File: config.mk
export PLATFORM = sky130hd
export DESIGN_NAME = fifo_rd_ctrl
export DESIGN_NICKNAME = d
export VERILOG_FILES = /design/src/rtl/fifo_pkg.sv /design/src/rtl/fifo_ptr_sync.sv /design/src/rtl/fifo_rd_ctrl.sv
export SDC_FILE = /design/constraint.sdc
export NUM_CORES = 1
export LEC_CHECK = 0
export CAP_MARGIN = 20
export CORE_ASPECT_RATIO = 0.8
export CORE_MARGIN = 2
export CORE_UTILIZATION = 30
export DETAILED_ROUTE_END_ITERATION = 8
export DONT_BUFFER_PORTS = 1
export SYNTH_ARGS = -nofsm -noshare
export SYNTH_HDL_FRONTEND = slang
export SYNTH_SLANG_ARGS = --single-unit
File: constraint.sdc
create_clock -name clk_i -period 5.11 [get_ports clk_i]
set_input_delay 1.022 -clock clk_i [delete_from_list [all_inputs] [get_ports clk_i]]
set_output_delay 1.022 -clock clk_i [all_outputs]
set_load 0.02 [all_outputs]
File: src/rtl/fifo_pkg.sv
// Shared definitions for the dual-clock FIFO pointer controllers (read and write side).
package fifo_pkg;

  localparam int unsigned FIFO_AWIDTH = 4;
  localparam int unsigned DEPTH       = 2 ** FIFO_AWIDTH;

  // Pointers carry one extra wrap bit above the RAM address.
  typedef logic [FIFO_AWIDTH:0] ptr_t;

  // The conversions work on a wide container so that any pointer width can use them.
  // Leading zeros do not change either conversion.
  localparam int unsigned PtrMaxW = 32;
  typedef logic [PtrMaxW-1:0] ptr_max_t;

  function automatic ptr_max_t bin2gray(input ptr_max_t bin);
    return bin ^ (bin >> 1);
  endfunction

  function automatic ptr_max_t gray2bin(input ptr_max_t gray);
    ptr_max_t bin;
    bin[PtrMaxW-1] = gray[PtrMaxW-1];
    for (int k = PtrMaxW - 2; k >= 0; k--) begin
      bin[k] = bin[k+1] ^ gray[k];
    end
    return bin;
  endfunction

endpackage

File: src/rtl/fifo_ptr_sync.sv
// Multi-flop synchroniser for a Gray-coded pointer crossing into the local clock domain.
module fifo_ptr_sync #(
  parameter int unsigned WIDTH       = 5,
  parameter int unsigned SYNC_STAGES = 2
) (
  input  logic             clk_i,
  input  logic             rst_n_i,
  input  logic [WIDTH-1:0] d_i,
  output logic [WIDTH-1:0] q_o
);

  logic [WIDTH-1:0] sync_q [SYNC_STAGES];

  // Plain flop chain: no logic between stages so each stage has a full cycle to resolve.
  always_ff @(posedge clk_i or negedge rst_n_i) begin
    if (!rst_n_i) begin
      for (int unsigned i = 0; i < SYNC_STAGES; i++) begin
        sync_q[i] <= '0;
      end
    end else begin
      sync_q[0] <= d_i;
      for (int unsigned i = 1; i < SYNC_STAGES; i++) begin
        sync_q[i] <= sync_q[i-1];
      end
    end
  end

  assign q_o = sync_q[SYNC_STAGES-1];

endmodule

File: src/rtl/fifo_rd_ctrl.sv
// Read-side pointer/flag controller of the dual-clock FIFO.
// Optional almost-empty flag and ALMOST_EMPTY_LVL parameter: define RD_ALMOST_EMPTY_EN.
module fifo_rd_ctrl #(
  parameter int unsigned AWIDTH      = fifo_pkg::FIFO_AWIDTH,
  parameter int unsigned SYNC_STAGES = 2
`ifdef RD_ALMOST_EMPTY_EN
  ,
  parameter int unsigned ALMOST_EMPTY_LVL = 2
`endif
) (
  input  logic            clk_i,
  input  logic            rst_n_i,
  input  logic [AWIDTH:0] wr_pntr_gray_i,
  input  logic            rdreq_i,
  output logic [AWIDTH:0] rd_pntr_gray_o,
  output logic [AWIDTH-1:0] rd_addr_o,
  output logic            rd_en_o,
  output logic            rd_valid_o,
  output logic            empty_o,
  output logic [AWIDTH:0] rdusedw_o
`ifdef RD_ALMOST_EMPTY_EN
  ,
  output logic            almost_empty_o
`endif
);

  import fifo_pkg::*;

  typedef logic [AWIDTH:0] rptr_t;

  rptr_t wr_gray_s;
  rptr_t wr_bin_s;
  logic  acc;

  rptr_t rd_bin_q, rd_bin_d;
  rptr_t rd_gray_q, rd_gray_d;
  logic  empty_q, empty_d;
  rptr_t usedw_q, usedw_d;
  logic  rd_valid_q, rd_valid_d;

  fifo_ptr_sync #(
    .WIDTH       (AWIDTH + 1),
    .SYNC_STAGES (SYNC_STAGES)
  ) u_wr_ptr_sync (
    .clk_i   (clk_i),
    .rst_n_i (rst_n_i),
    .d_i     (wr_pntr_gray_i),
    .q_o     (wr_gray_s)
  );

  assign wr_bin_s = rptr_t'(gray2bin(ptr_max_t'(wr_gray_s)));

  always_comb begin
    acc        = rdreq_i & ~empty_q;
    rd_bin_d   = rd_bin_q + rptr_t'(acc);
    rd_gray_d  = rptr_t'(bin2gray(ptr_max_t'(rd_bin_d)));
    // Flags look at the post-read pointer so the last word read raises empty on its own edge.
    empty_d    = (rd_gray_d == wr_gray_s);
    usedw_d    = wr_bin_s - rd_bin_d;
    rd_valid_d = acc;
  end

  always_ff @(posedge clk_i or negedge rst_n_i) begin
    if (!rst_n_i) begin
      rd_bin_q   <= '0;
      rd_gray_q  <= '0;
      empty_q    <= 1'b1;
      usedw_q    <= '0;
      rd_valid_q <= 1'b0;
    end else begin
      rd_bin_q   <= rd_bin_d;
      rd_gray_q  <= rd_gray_d;
      empty_q    <= empty_d;
      usedw_q    <= usedw_d;
      rd_valid_q <= rd_valid_d;
    end
  end

`ifdef RD_ALMOST_EMPTY_EN
  logic almost_empty_q, almost_empty_d;

  assign almost_empty_d = (usedw_d <= rptr_t'(ALMOST_EMPTY_LVL));

  always_ff @(posedge clk_i or negedge rst_n_i) begin
    if (!rst_n_i) begin
      almost_empty_q <= 1'b1;
    end else begin
      almost_empty_q <= almost_empty_d;
    end
  end

  assign almost_empty_o = almost_empty_q;
`endif

  assign rd_pntr_gray_o = rd_gray_q;
  assign rd_addr_o      = rd_bin_q[AWIDTH-1:0];
  assign rd_en_o        = acc;
  assign rd_valid_o     = rd_valid_q;
  assign empty_o        = empty_q;
  assign rdusedw_o      = usedw_q;

endmodule

## Word-level counts from Yosys, hierarchy flattened

Index checks and enable logic that the tools add are counted.

| word-level totals | value |
|---|---|
| bits of input ports | 8 |
| output and inout bits | 17 |
| register bits after elaboration | 27 |
| logic and storage cells | 17 |

| cells by class | value |
|---|---|
| equal/unequal tests | 1 |
| $add $sub $neg | 2 |
| bitwise logic cells | 7 |

Operator list:

| kind | number |
|---|---|
| 5-bit by 1-bit adder with 5-bit output | 1 |
| 5-bit == test | 1 |
| 5-bit subtractor | 1 |
| 5-bit by 4-bit bitwise XOR with 5-bit output | 1 |
| 1-bit bitwise XOR | 4 |
| 1-bit bitwise AND | 1 |
| 1-bit inverter | 1 |

## Logic depth before layout (Yosys ltp)

Gate-level depths: netlist of the first run.

| logic depth | value |
|---|---|
| word-level depth | 5 |
| depth in mapped cells | 10 |
| mapped depth without buffers | 10 |

## Cells and area by module

From an unflattened synthesis of the first run, not the netlist that was laid out.

| unflattened totals | value |
|---|---|
| cell total of the unflattened synthesis | 83 |
| area total of the unflattened synthesis | 1,138.6 um^2 |

Modules (own cells, without submodules):

| module | area an instance (um^2) | instances | sequential area each (um^2) | cells an instance |
|---|---|---|---|---|
| fifo_rd_ctrl | 850.8 | 1 | 401.6 | 68 |
| fifo_ptr_sync | 287.8 | 1 | 250.2 | 15 |

## Worst setup path before layout of the first run

No wires, ideal clock.

| timing | value |
|---|---|
| path type | input -> register |
| start point | in rdreq_i |
| end point | reg usedw_q[4] (netlist: rdusedw_o[4]) |
| buffers on the path | 0 |
| setup slack | 1.919 ns |
| stages | 8 |
| required time | 4.987 ns |
| library setup time | 0.123 ns |
| data arrival time | 3.069 ns |
| cell sequence | nor2b_1 ha_1 ha_1 xnor2_1 ha_1 a21oi_1 maj3_1 xnor2_1 |

| between the ends | value |
|---|---|
| word-level cells in the longest chain between the ends | 3 |

RTL lines:

| what | RTL line | text |
|---|---|---|
| from (decl) | fifo_rd_ctrl.sv:14 | `input logic rdreq_i,` |
| 1-bit bitwise AND | fifo_rd_ctrl.sv:54 | `acc = rdreq_i & ~empty_q;` |
| 5-bit by 1-bit adder with 5-bit output | fifo_rd_ctrl.sv:55 | `rd_bin_d = rd_bin_q + rptr_t'(acc);` |
| 5-bit subtractor | fifo_rd_ctrl.sv:59 | `usedw_d = wr_bin_s - rd_bin_d;` |
| net usedw_d[4] | fifo_rd_ctrl.sv:38 | `rptr_t usedw_q, usedw_d;` |
| to (signal assigned) | fifo_rd_ctrl.sv:74 | `usedw_q <= usedw_d;` |
| to (decl) | fifo_rd_ctrl.sv:38 |  |

The timed path passes the listed nets, and every way through them passes these cells.

## Worst setup path in the final report of the first run

Ends and elaborated chain as after synthesis.

==> flow_summary_export.csv, run 1 <==
group,metric,value,unit
floorplanning,ios,25,
floorplanning,rows,19,
power_and_ir_drop,peakVddDrop,0.000212,V
power_and_ir_drop,totalPowerFinal,0.934,mW
floorplanning,die_x,71.7,um
clock_network,cts_buffers,3,
layout,nets,96,
clock_network,hold_buffers,0,
clock_network,clk_path_buf_depth,2,
timing,fmax,0.319,GHz
critical_path,cp-start-kind,"input pin",
routing,drtPass1Iterations,4,
floorplanning,fp.dieH,58.2,um
place,portBuffers,0,
routing,drt-total-wl,1770,um
clock_network,clock_sinks,26,
power_and_ir_drop,p_per_area,765,nW/um2
timing,hold_viol,0,
layout,antenna_cells,0,
global_routing,grt_start_max_net_pins,27,
critical_path,worstPathArrival,3.30,ns
timing,relSlewSlack,0.563,
clock_network,clock_latency,0.27,ns
critical_path,cp-end-kind,"flop",
clock_network,cts_tree,"done",
clock_network,cts_post_setup_buffers_inserted,0,
routing,num_vias,553,
global_routing,grt_pass1_wl,2820,um
yosys,synth_nets,92,
floorplanning,initial_core_util,0.317,
timing,worst_pin_slew,0.651,ns
global_routing,met3_usage,0.0435,
clock_network,htree_levels,1,
critical_path,worstReg2RegStart,"empty_o$_DFF_PN1_",
floorplanning,design.die.area,4170,um2
routing,routedWlPerCell,14.4,um
place,hpwl,1280,um
global_routing,antenna_found_initial,0,
yosys,syn_avg_cell_area,14.1,um2
timing,report.final.slew_viol_count,0,
critical_path,critPathRequiredTime,5.28,ns
clock_network,cts.clk_slew.worst_paths,0.09,ns
layout,regArea,652,um2
place,gp_congestion,0.718,
timing,timing.final.setup_violations,0,
timing,min_period,3.14,ns
worst_hold_path,hold_path_class,"reg -> reg",
critical_path,crit_fanout,6,
timing,fin_setup_tns,0,ns
layout,drive_above_1_share,0.0864,
timing,finClkSkew,0.00338,ns
status,status,"complete, no violations",
routing,initialDrtViolationCount,16,
yosys,yosysWarnings,0,
layout,n_fill_cell,357,
yosys,ys_seq_area_frac,0.592,
floorplanning,core,3470,um2
flow_run,maxCapViolCount,0,
global_routing,busiest_layer,"met1",
global_routing,grt_usage,0.0964,
layout,multiInputGateArea,430,um2
layout,synthToLayoutAreaGrowth,10.9,%
yosys,synth_cell_types,26,
yosys,synth.ff_latch_count,26,
clock_network,cts-root-buf,"clkbuf_8",
routing,drtAntennaViolNets,0,
timing,finalCritPeriodShare,0.614,
yosys,synthesis.area,1100,um2
critical_path,cp-startpoint,"rdreq_i",
power_and_ir_drop,p_leak,0.538,nW
global_routing,use_met2,0.127,
yosys,synth_cells,78,
critical_path,critical_path_class,"in -> reg",
timing,rsz0062_at_grt,"no",
global_routing,grt_remaining_overflow,0,
routing,viasPerCell,4.50,
clock_network,cts_resized,0,
global_routing,grt_use_met1,0.133,
worst_hold_path,hp-start,"u_wr_ptr_sync.sync_q[6]$_DFF_PN0_",
global_routing,grt_pass1_vias,569,
routing,drc,0,
==> synthesized netlist by cell type <==
cell,n,area share
maj3_1,1,0.0091
clkbuf_1,1,0.0034
a21boi_0,2,0.014
and4b_1,1,0.0091
inv_1,4,0.014
fa_1,1,0.018
a31oi_1,1,0.0057
xnor2_1,12,0.095
or3_1,1,0.0057
and2_1,1,0.0057
ha_1,5,0.057
o21ai_0,1,0.0045
a21oi_1,2,0.0091
mux2i_1,1,0.0091
dfstp_2,1,0.024
nand2_1,1,0.0034
nor2b_1,1,0.0057
dfrtp_1,25,0.57
xnor3_2,1,0.022
a21o_1,1,0.0068
xor2_1,7,0.056
nand3_1,2,0.0091
nor2_1,2,0.0068
xor3_1,1,0.022
o21a_1,1,0.0068
a211oi_2,1,0.011
==> flip-flops by register name, summed over array words and instances, names as in the netlist <==
name,flops
empty_o,1
rdusedw_o,5
u_wr_ptr_sync.q_o,5
rd_bin_q,5
u_wr_ptr_sync.sync_q,5
rd_pntr_gray_o,4
rd_valid_o,1
==> where the power goes <==
part	total (mW)	leakage, nW	internal, mW	switching (mW)
registers	0.412	0.303	0.280	0.132
logic	0.352	0.199	0.169	0.182
clock network	0.170	0.0357	0.105	0.0655
total	0.934	0.538	0.554	0.380
==> metrics by stage <==
step	setup WS [ns]	instances	instance area [um2]	hold slack, ns	utilization
2_1_floorplan	1.92	78	1100	0.331	-
3_3_place_gp	1.72	119	1150	0.335	0.331
3_5_place_dp	1.66	119	1150	0.335	0.331
4_1_cts	1.96	123	1220	0.356	0.352
5_1_grt	1.79	123	1220	0.366	0.352
6_report	1.97	123	1220	0.354	0.352
==> layout make-up <==
| class | instances | share of cell area |
|---|---|---|
| flip-flops and latches | 26 | 0.534 |
| multi-input cells | 47 | 0.352 |
| well taps | 42 | 0.0430 |
| clock buffers | 3 | 0.0338 |
| clock inverters | 1 | 0.0246 |
| inverters | 4 | 0.0123 |
==> cell usage in the layout (no fill, tap or decap), types with 2 or more instances in the layout <==
master	netlist	final
nand3_1	2	2
nor2_1	2	2
a21boi_0	2	2
inv_1	4	4
ha_1	5	5
clkbuf_8	0	3
xnor2_1	12	12
xor2_1	7	7
dfrtp_1	25	25
a21oi_1	2	2
==> layer usage <==
metal / vias to the layer above / routed length (um)
li1: 264 / -
met2: 20 / 737
met1: 264 / 878
met3: 5 / 124
met4: 0 / 31
met5: - / 0
==> worst max-delay path, cell delays in order <==
cell     delay [ns]
nor2b_1        0.41
ha_1           0.36
ha_1           0.28
xnor2_1        0.24
ha_1           0.41
a21oi_1        0.08
maj3_1         0.36
xnor2_1        0.13
==> cell families (layout without fill, tap and decap cells) <==
kind of cell	Yosys count	count (layout)	share of synthesized area
buffers and inverters	5	8	0.0170
xor gates and xnor gates	21	21	0.194
muxes	1	1	0.00909
adders and majority gates	7	7	0.0841
and+or+nand+nor	9	9	0.0455
DFF	26	26	0.592
AOI/OAI and AO/OA	9	9	0.0580
==> worst paths after layout <==
check | to | cells past startpoint | slack (ns)
max in group asynchronous | empty_o$_DFF_PN1_ | 0 | 4.50
min | u_wr_ptr_sync.q_o[1]$_DFF_PN0_ | 0 | 0.35
max | rdusedw_o[4]$_DFF_PN0_ | 8 | 1.97
min in group asynchronous | u_wr_ptr_sync.sync_q[8]$_DFF_PN0_ | 0 | 0.43
max reg2reg | rdusedw_o[4]$_DFF_PN0_ | 8 | 2.27
min reg2reg | u_wr_ptr_sync.q_o[1]$_DFF_PN0_ | 0 | 0.35
No activity file was read; power rests on OpenSTA's default activity.
==> run 2: changes to the inputs <==
==> constraint.sdc (replaced) <==
create_clock -name clk_i -period 3.2 [get_ports clk_i]
set_input_delay 0.64 -clock clk_i [delete_from_list [all_inputs] [get_ports clk_i]]
set_output_delay 0.64 -clock clk_i [all_outputs]
set_load 0.02 [all_outputs]
==> run 2 against run 1 <==
  * First-iteration DRC count fell by 31%
  * Combinational power rose by 61%
  * Global-route usage rose by 0.11 points
  * Non-clock buffer count rose by 2
  * Die area unchanged
  * Critical path depth is 2 higher
  * Core utilization rose by 0.43 points
==> flow_summary_export.csv, run 2 (synthesized netlist as in run 1, its figures left out) <==
group,metric,value,unit
status,status,"complete, no violations",
layout,synthToLayoutAreaGrowth,12.3,%
critical_path,worstPathArrival,2.84,ns
layout,final_common_cell,"dfrtp_1",
layout,fin_area,1240,um2
timing,report.final.slew_viol_count,0,
critical_path,critPathRequiredTime,3.40,ns
layout,drive_above_1_share,0.108,
timing,finalCritPeriodShare,0.825,
clock_network,cts_resized,0,
timing,relSlewSlack,0.673,
flow_run,maxCapViolCount,0,
timing,rsz0062_at_grt,"no",
clock_network,cts.clk_slew.worst_paths,0.09,ns
timing,finClkSkew,0.00440,ns
routing,num_vias,554,
place,post_dp_cell_area,1160,um2
critical_path,critical_path_class,"reg -> reg",
floorplanning,ios,25,
critical_path,cp-start-kind,"flop",
critical_path,reg2reg_slack,0.56,ns
layout,nets,98,
timing,setup_ws,0.559,ns
layout,antenna_cells,0,
clock_network,hold_buffers,0,
floorplanning,die_x,71.7,um
critical_path,cp-end-kind,"flop",
critical_path,crit_fanout,3,
timing,timing.final.setup_violations,0,
clock_network,cts-root-buf,"clkbuf_8",
routing,drc,0,
floorplanning,design.die.area,4170,um2
clock_network,htree_levels,1,
routing,viasPerCell,4.43,
layout,final_cell_mix,"dfrtp_1 (25), xnor2_1 (12), xor2_1 (7)",
routing,routedWlPerCell,13.9,um
global_routing,grt_usage,0.0975,
clock_network,clk_path_buf_depth,2,
routing,initialDrtViolationCount,11,
routing,drtAntennaViolNets,0,
clock_network,clock_latency,0.27,ns
worst_hold_path,hold_path_class,"in -> async",
place,portBuffers,0,
floorplanning,fp.dieH,58.2,um
routing,drt-total-wl,1740,um
place,place_ws,0.534,ns
clock_network,cts_post_setup_buffers_inserted,0,
global_routing,grt_start_max_net_pins,27,
timing,min_period,2.64,ns
global_routing,grt_pass1_wl,3020,um
power_and_ir_drop,peakVddDrop,0.000348,V
power_and_ir_drop,p_leak,0.547,nW
routing,drtPass1Iterations,4,
global_routing,grt_pass1_vias,633,
global_routing,antenna_found_initial,0,
timing,fin_setup_tns,0,ns
clock_network,cts_buffers,3,
floorplanning,core,3470,um2
timing,worst_pin_slew,0.487,ns
floorplanning,initial_core_util,0.317,
layout,fin_util,0.356,
clock_network,cts_tree,"done",
place,hpwl,1310,um
global_routing,grt_remaining_overflow,0,
place,gp_congestion,0.769,
floorplanning,rows,19,
timing,holdWs,0.0511,ns
clock_network,clock_sinks,26,
power_and_ir_drop,p_per_area,1210,nW/um2
timing,fmax,0.379,GHz
timing,hold_viol,0,
-- run 2: worst paths after layout --
check                                                   from                             end  cells after the start
max                           u_wr_ptr_sync.q_o[4]$_DFF_PN0_          rdusedw_o[4]$_DFF_PN0_                     10
min                                                  rst_n_i           rd_bin_q[2]$_DFF_PN0_                      0
max reg2reg                   u_wr_ptr_sync.q_o[4]$_DFF_PN0_          rdusedw_o[4]$_DFF_PN0_                     10
min reg2reg                u_wr_ptr_sync.sync_q[9]$_DFF_PN0_  u_wr_ptr_sync.q_o[4]$_DFF_PN0_                      0
max in group asynchronous                            rst_n_i               empty_o$_DFF_PN1_                      0
min in group clk_i         u_wr_ptr_sync.sync_q[9]$_DFF_PN0_  u_wr_ptr_sync.q_o[4]$_DFF_PN0_                      0
-- run 2: worst max-delay path, stage by stage, from the launching register on --
cell and delay (ns):
dfrtp_1 0.40, xnor2_1 0.32, xnor2_1 0.21, xor2_1 0.36, xnor2_1 0.17, ha_1 0.16
inv_1 0.06, fa_1 0.39, a21oi_1 0.18, maj3_1 0.20, xnor2_1 0.11
-- run 2: metrics by stage --
stage	instances	total power, mW
6_report	125	1.49
5_1_grt	125	1.62
4_1_cts	125	1.53
3_5_place_dp	121	1.24
3_3_place_gp	121	1.23
2_1_floorplan	78	1.11
-- run 2: final cells by class --
| class | instances | area (um2) |
|---|---|---|
| clock inverters | 1 | 30.0 |
| repair buffers | 2 | 15.0 |
| well taps | 42 | 52.6 |
| fillers | 347 | 2230 |
| flip-flops and latches | 26 | 652 |
| multi-input cells | 47 | 430 |
| clock buffers | 3 | 41.3 |
| inverters | 4 | 15.0 |
-- run 2: per-layer routing --
layer / up-vias / track usage / part of all wire
met5: - / 0 / 0
met4: 0 / 0.0431 / 0.013
met3: 4 / 0.0470 / 0.079
met2: 20 / 0.131 / 0.44
met1: 265 / 0.133 / 0.47
li1: 265 / - / -
-- run 2: power by group --
part	internal [mW]	switching, mW	total [mW]
clock network	0.167	0.101	0.269
registers	0.447	0.211	0.658
logic	0.286	0.282	0.568
total	0.901	0.594	1.49
==> run 3: changes to the inputs <==
==> constraint.sdc (replaced) <==
create_clock -name clk_i -period 2.31 [get_ports clk_i]
set_input_delay 0.462 -clock clk_i [delete_from_list [all_inputs] [get_ports clk_i]]
set_output_delay 0.462 -clock clk_i [all_outputs]
set_load 0.02 [all_outputs]
==> run 3 against run 2 <==
  * Sequential share of layout area decreased by 6.0 points
  * Register-to-register slack got worse by 0.52 ns
  * Die area unchanged
  * Power increased by 44%
  * Fmax increased by 17%
  * Flip-flop and latch count unchanged
  * Worst hold slack got worse by 0.026 ns
  * Combinational power increased by 74%
  * Clock power increased by 8.2%
  * Highest routed layer unchanged
==> flow_summary_export.csv, run 3 (synthesized netlist as in run 1, its figures left out) <==
group,metric,value,unit
status,status,"complete, no violations",
floorplanning,design.die.area,4170,um2
critical_path,slowest_stage,"dfstp_2",
global_routing,grt_start_max_net_pins,26,
critical_path,slowest_delay,0.56,ns
place,portBuffers,0,
critical_path,crit_fanout,6,
routing,num_vias,620,
global_routing,antenna_found_initial,0,
layout,final_cells,140,
clock_network,clk_path_buf_depth,2,
routing,drt-total-wl,1930,um
clock_network,cts.clk_slew.worst_paths,0.09,ns
floorplanning,fp.dieH,58.2,um
timing,report.final.slew_viol_count,0,
clock_network,clock_sinks,26,
critical_path,worstPathArrival,2.42,ns
clock_network,clock_latency,0.27,ns
critical_path,critPathRequiredTime,2.47,ns
layout,final_cell_mix,"dfrtp_1 (25), buf_4 (15), xnor2_1 (9)",
power_and_ir_drop,p_per_area,1540,nW/um2
global_routing,grt_remaining_overflow,0,
worst_hold_path,hold_path_class,"in -> async",
routing,drtPass1Iterations,3,
timing,finalCritPeriodShare,0.981,
layout,fin_area,1400,um2
timing,rsz0062_at_grt,"yes",
global_routing,busiest_layer,"met2",
floorplanning,rows,19,
layout,nets,113,
timing,worst_pin_slew,0.510,ns
floorplanning,ios,25,
critical_path,critical_path_class,"reg -> reg",
routing,drc,0,
critical_path,crit_chain,"nor2b_4 > ha_2 > ha_1 > xnor2_2 > ha_1 > a21oi_2 > maj3_2 > xnor2_1",
timing,finClkSkew,0.00473,ns
layout,fin_util,0.402,
floorplanning,die_x,71.7,um
timing,min_period,2.27,ns
layout,synthToLayoutAreaGrowth,26.7,%
layout,final_common_cell,"dfrtp_1",
timing,timing.final.setup_violations,0,
layout,drive_above_1_share,0.327,
critical_path,r2r-end,"rdusedw_o[4]$_DFF_PN0_",
routing,routedWlPerCell,13.8,um
timing,hold_viol,0,
clock_network,cts_tree,"done",
flow_run,maxCapViolCount,0,
timing,fin_setup_tns,0,ns
critical_path,crit_top_cell,"ha_1",
clock_network,cts_buffers,3,
clock_network,htree_levels,1,
timing,fmax,0.441,GHz
place,post_dp_cell_area,1260,um2
global_routing,grt_pass1_vias,609,
timing,relSlewSlack,0.658,
critical_path,worstReg2RegStart,"empty_o$_DFF_PN1_",
global_routing,grt_use_met1,0.145,
routing,viasPerCell,4.43,
global_routing,use_met2,0.152,
power_and_ir_drop,peakVddDrop,0.000523,V
routing,initialDrtViolationCount,29,
place,gp_congestion,0.747,
global_routing,grt_pass1_wl,3190,um
critical_path,reg2reg_slack,0.04,ns
global_routing,grt_usage,0.106,
floorplanning,initial_core_util,0.317,
global_routing,met3_usage,0.0470,
critical_path,r2r_cells,8,
place,dp_cells,129,
power_and_ir_drop,p_leak,0.639,nW
critical_path,cp-end-kind,"flop",
place,hpwl,1400,um
layout,n_fill_cell,335,
floorplanning,core,3470,um2
layout,antenna_cells,0,
clock_network,cts-root-buf,"clkbuf_8",
critical_path,cp-start-kind,"flop",
routing,drtAntennaViolNets,0,
==> run 3: cell types whose count changed in the layout (fill, tap and decap cells not counted), sizes merged <==
cell         before  now
buf               2   16
bufinv            1    0
clkbuf            3    4
dlygate4sd3       0    1
==> run 3: worst max-delay path by stage <==
stage / from / to / slack [ns]
3_5_place_dp: u_wr_ptr_sync.q_o[3]$_DFF_PN0_ / rdusedw_o[4]$_DFF_PN0_ / -0.02
4_1_cts: u_wr_ptr_sync.q_o[4]$_DFF_PN0_ / rdusedw_o[4]$_DFF_PN0_ / -0.003
5_1_grt: u_wr_ptr_sync.q_o[3]$_DFF_PN0_ / rdusedw_o[4]$_DFF_PN0_ / -0.06
3_3_place_gp: rdreq_i / empty_o$_DFF_PN1_ / 0.06
2_1_floorplan: u_wr_ptr_sync.q_o[3]$_DFF_PN0_ / rdusedw_o[4]$_DFF_PN0_ / -0.05
6_report: empty_o$_DFF_PN1_ / rdusedw_o[4]$_DFF_PN0_ / 0.04
==> run 3: final cells by class <==
type	instances	area, um2	share of cell area
flip-flops and latches	26	652	0.467
multi-input cells	47	478	0.343
repair buffers	17	143	0.102
clock buffers	4	55.1	0.0395
well taps	42	52.6	0.0377
inverters	4	15.0	0.0108
==> run 3: what timing repair did <==
item	4_1_cts	5_1_grt
endpoints found under the setup margin	1	1
resized for setup	1	1
pin swaps	4	2
hold buffers	2	0
endpoints found under the hold margin	25	0
buffers inserted	3	2
==> run 3: power by group <==
part           total [mW]  switching [mW]  internal (mW)  leakage [nW]
clock network       0.291           0.139          0.152        0.0288
registers           0.873           0.253          0.619         0.303
logic               0.991           0.485          0.506         0.308
==> run 3: metrics by stage <==
step                      power, mW  hold slack, ns  setup slack [ns]
after floorplan                1.59           0.166           -0.0460
after global placement         1.82           0.167            0.0629
after detailed placement       1.85           0.167           -0.0199
after CTS                      2.18          0.0151          -0.00320
after global routing           2.33         0.00504           -0.0645
final                          2.15          0.0250            0.0436
==> run 3: metal layers <==
layer	share of wire	routed length (um)
met2	0.46	881
met3	0.064	123
met1	0.47	904
met4	0.0083	16
met5	0	0
==> run 3: worst max-delay path: cells and delay by family (launching register included) <==
kind,cells,cell delay [ns]
fa+ha+maj,4,1.16
compound gates,1,0.07
simple gates,1,0.04
flops,1,0.56
xor+xnor,2,0.31
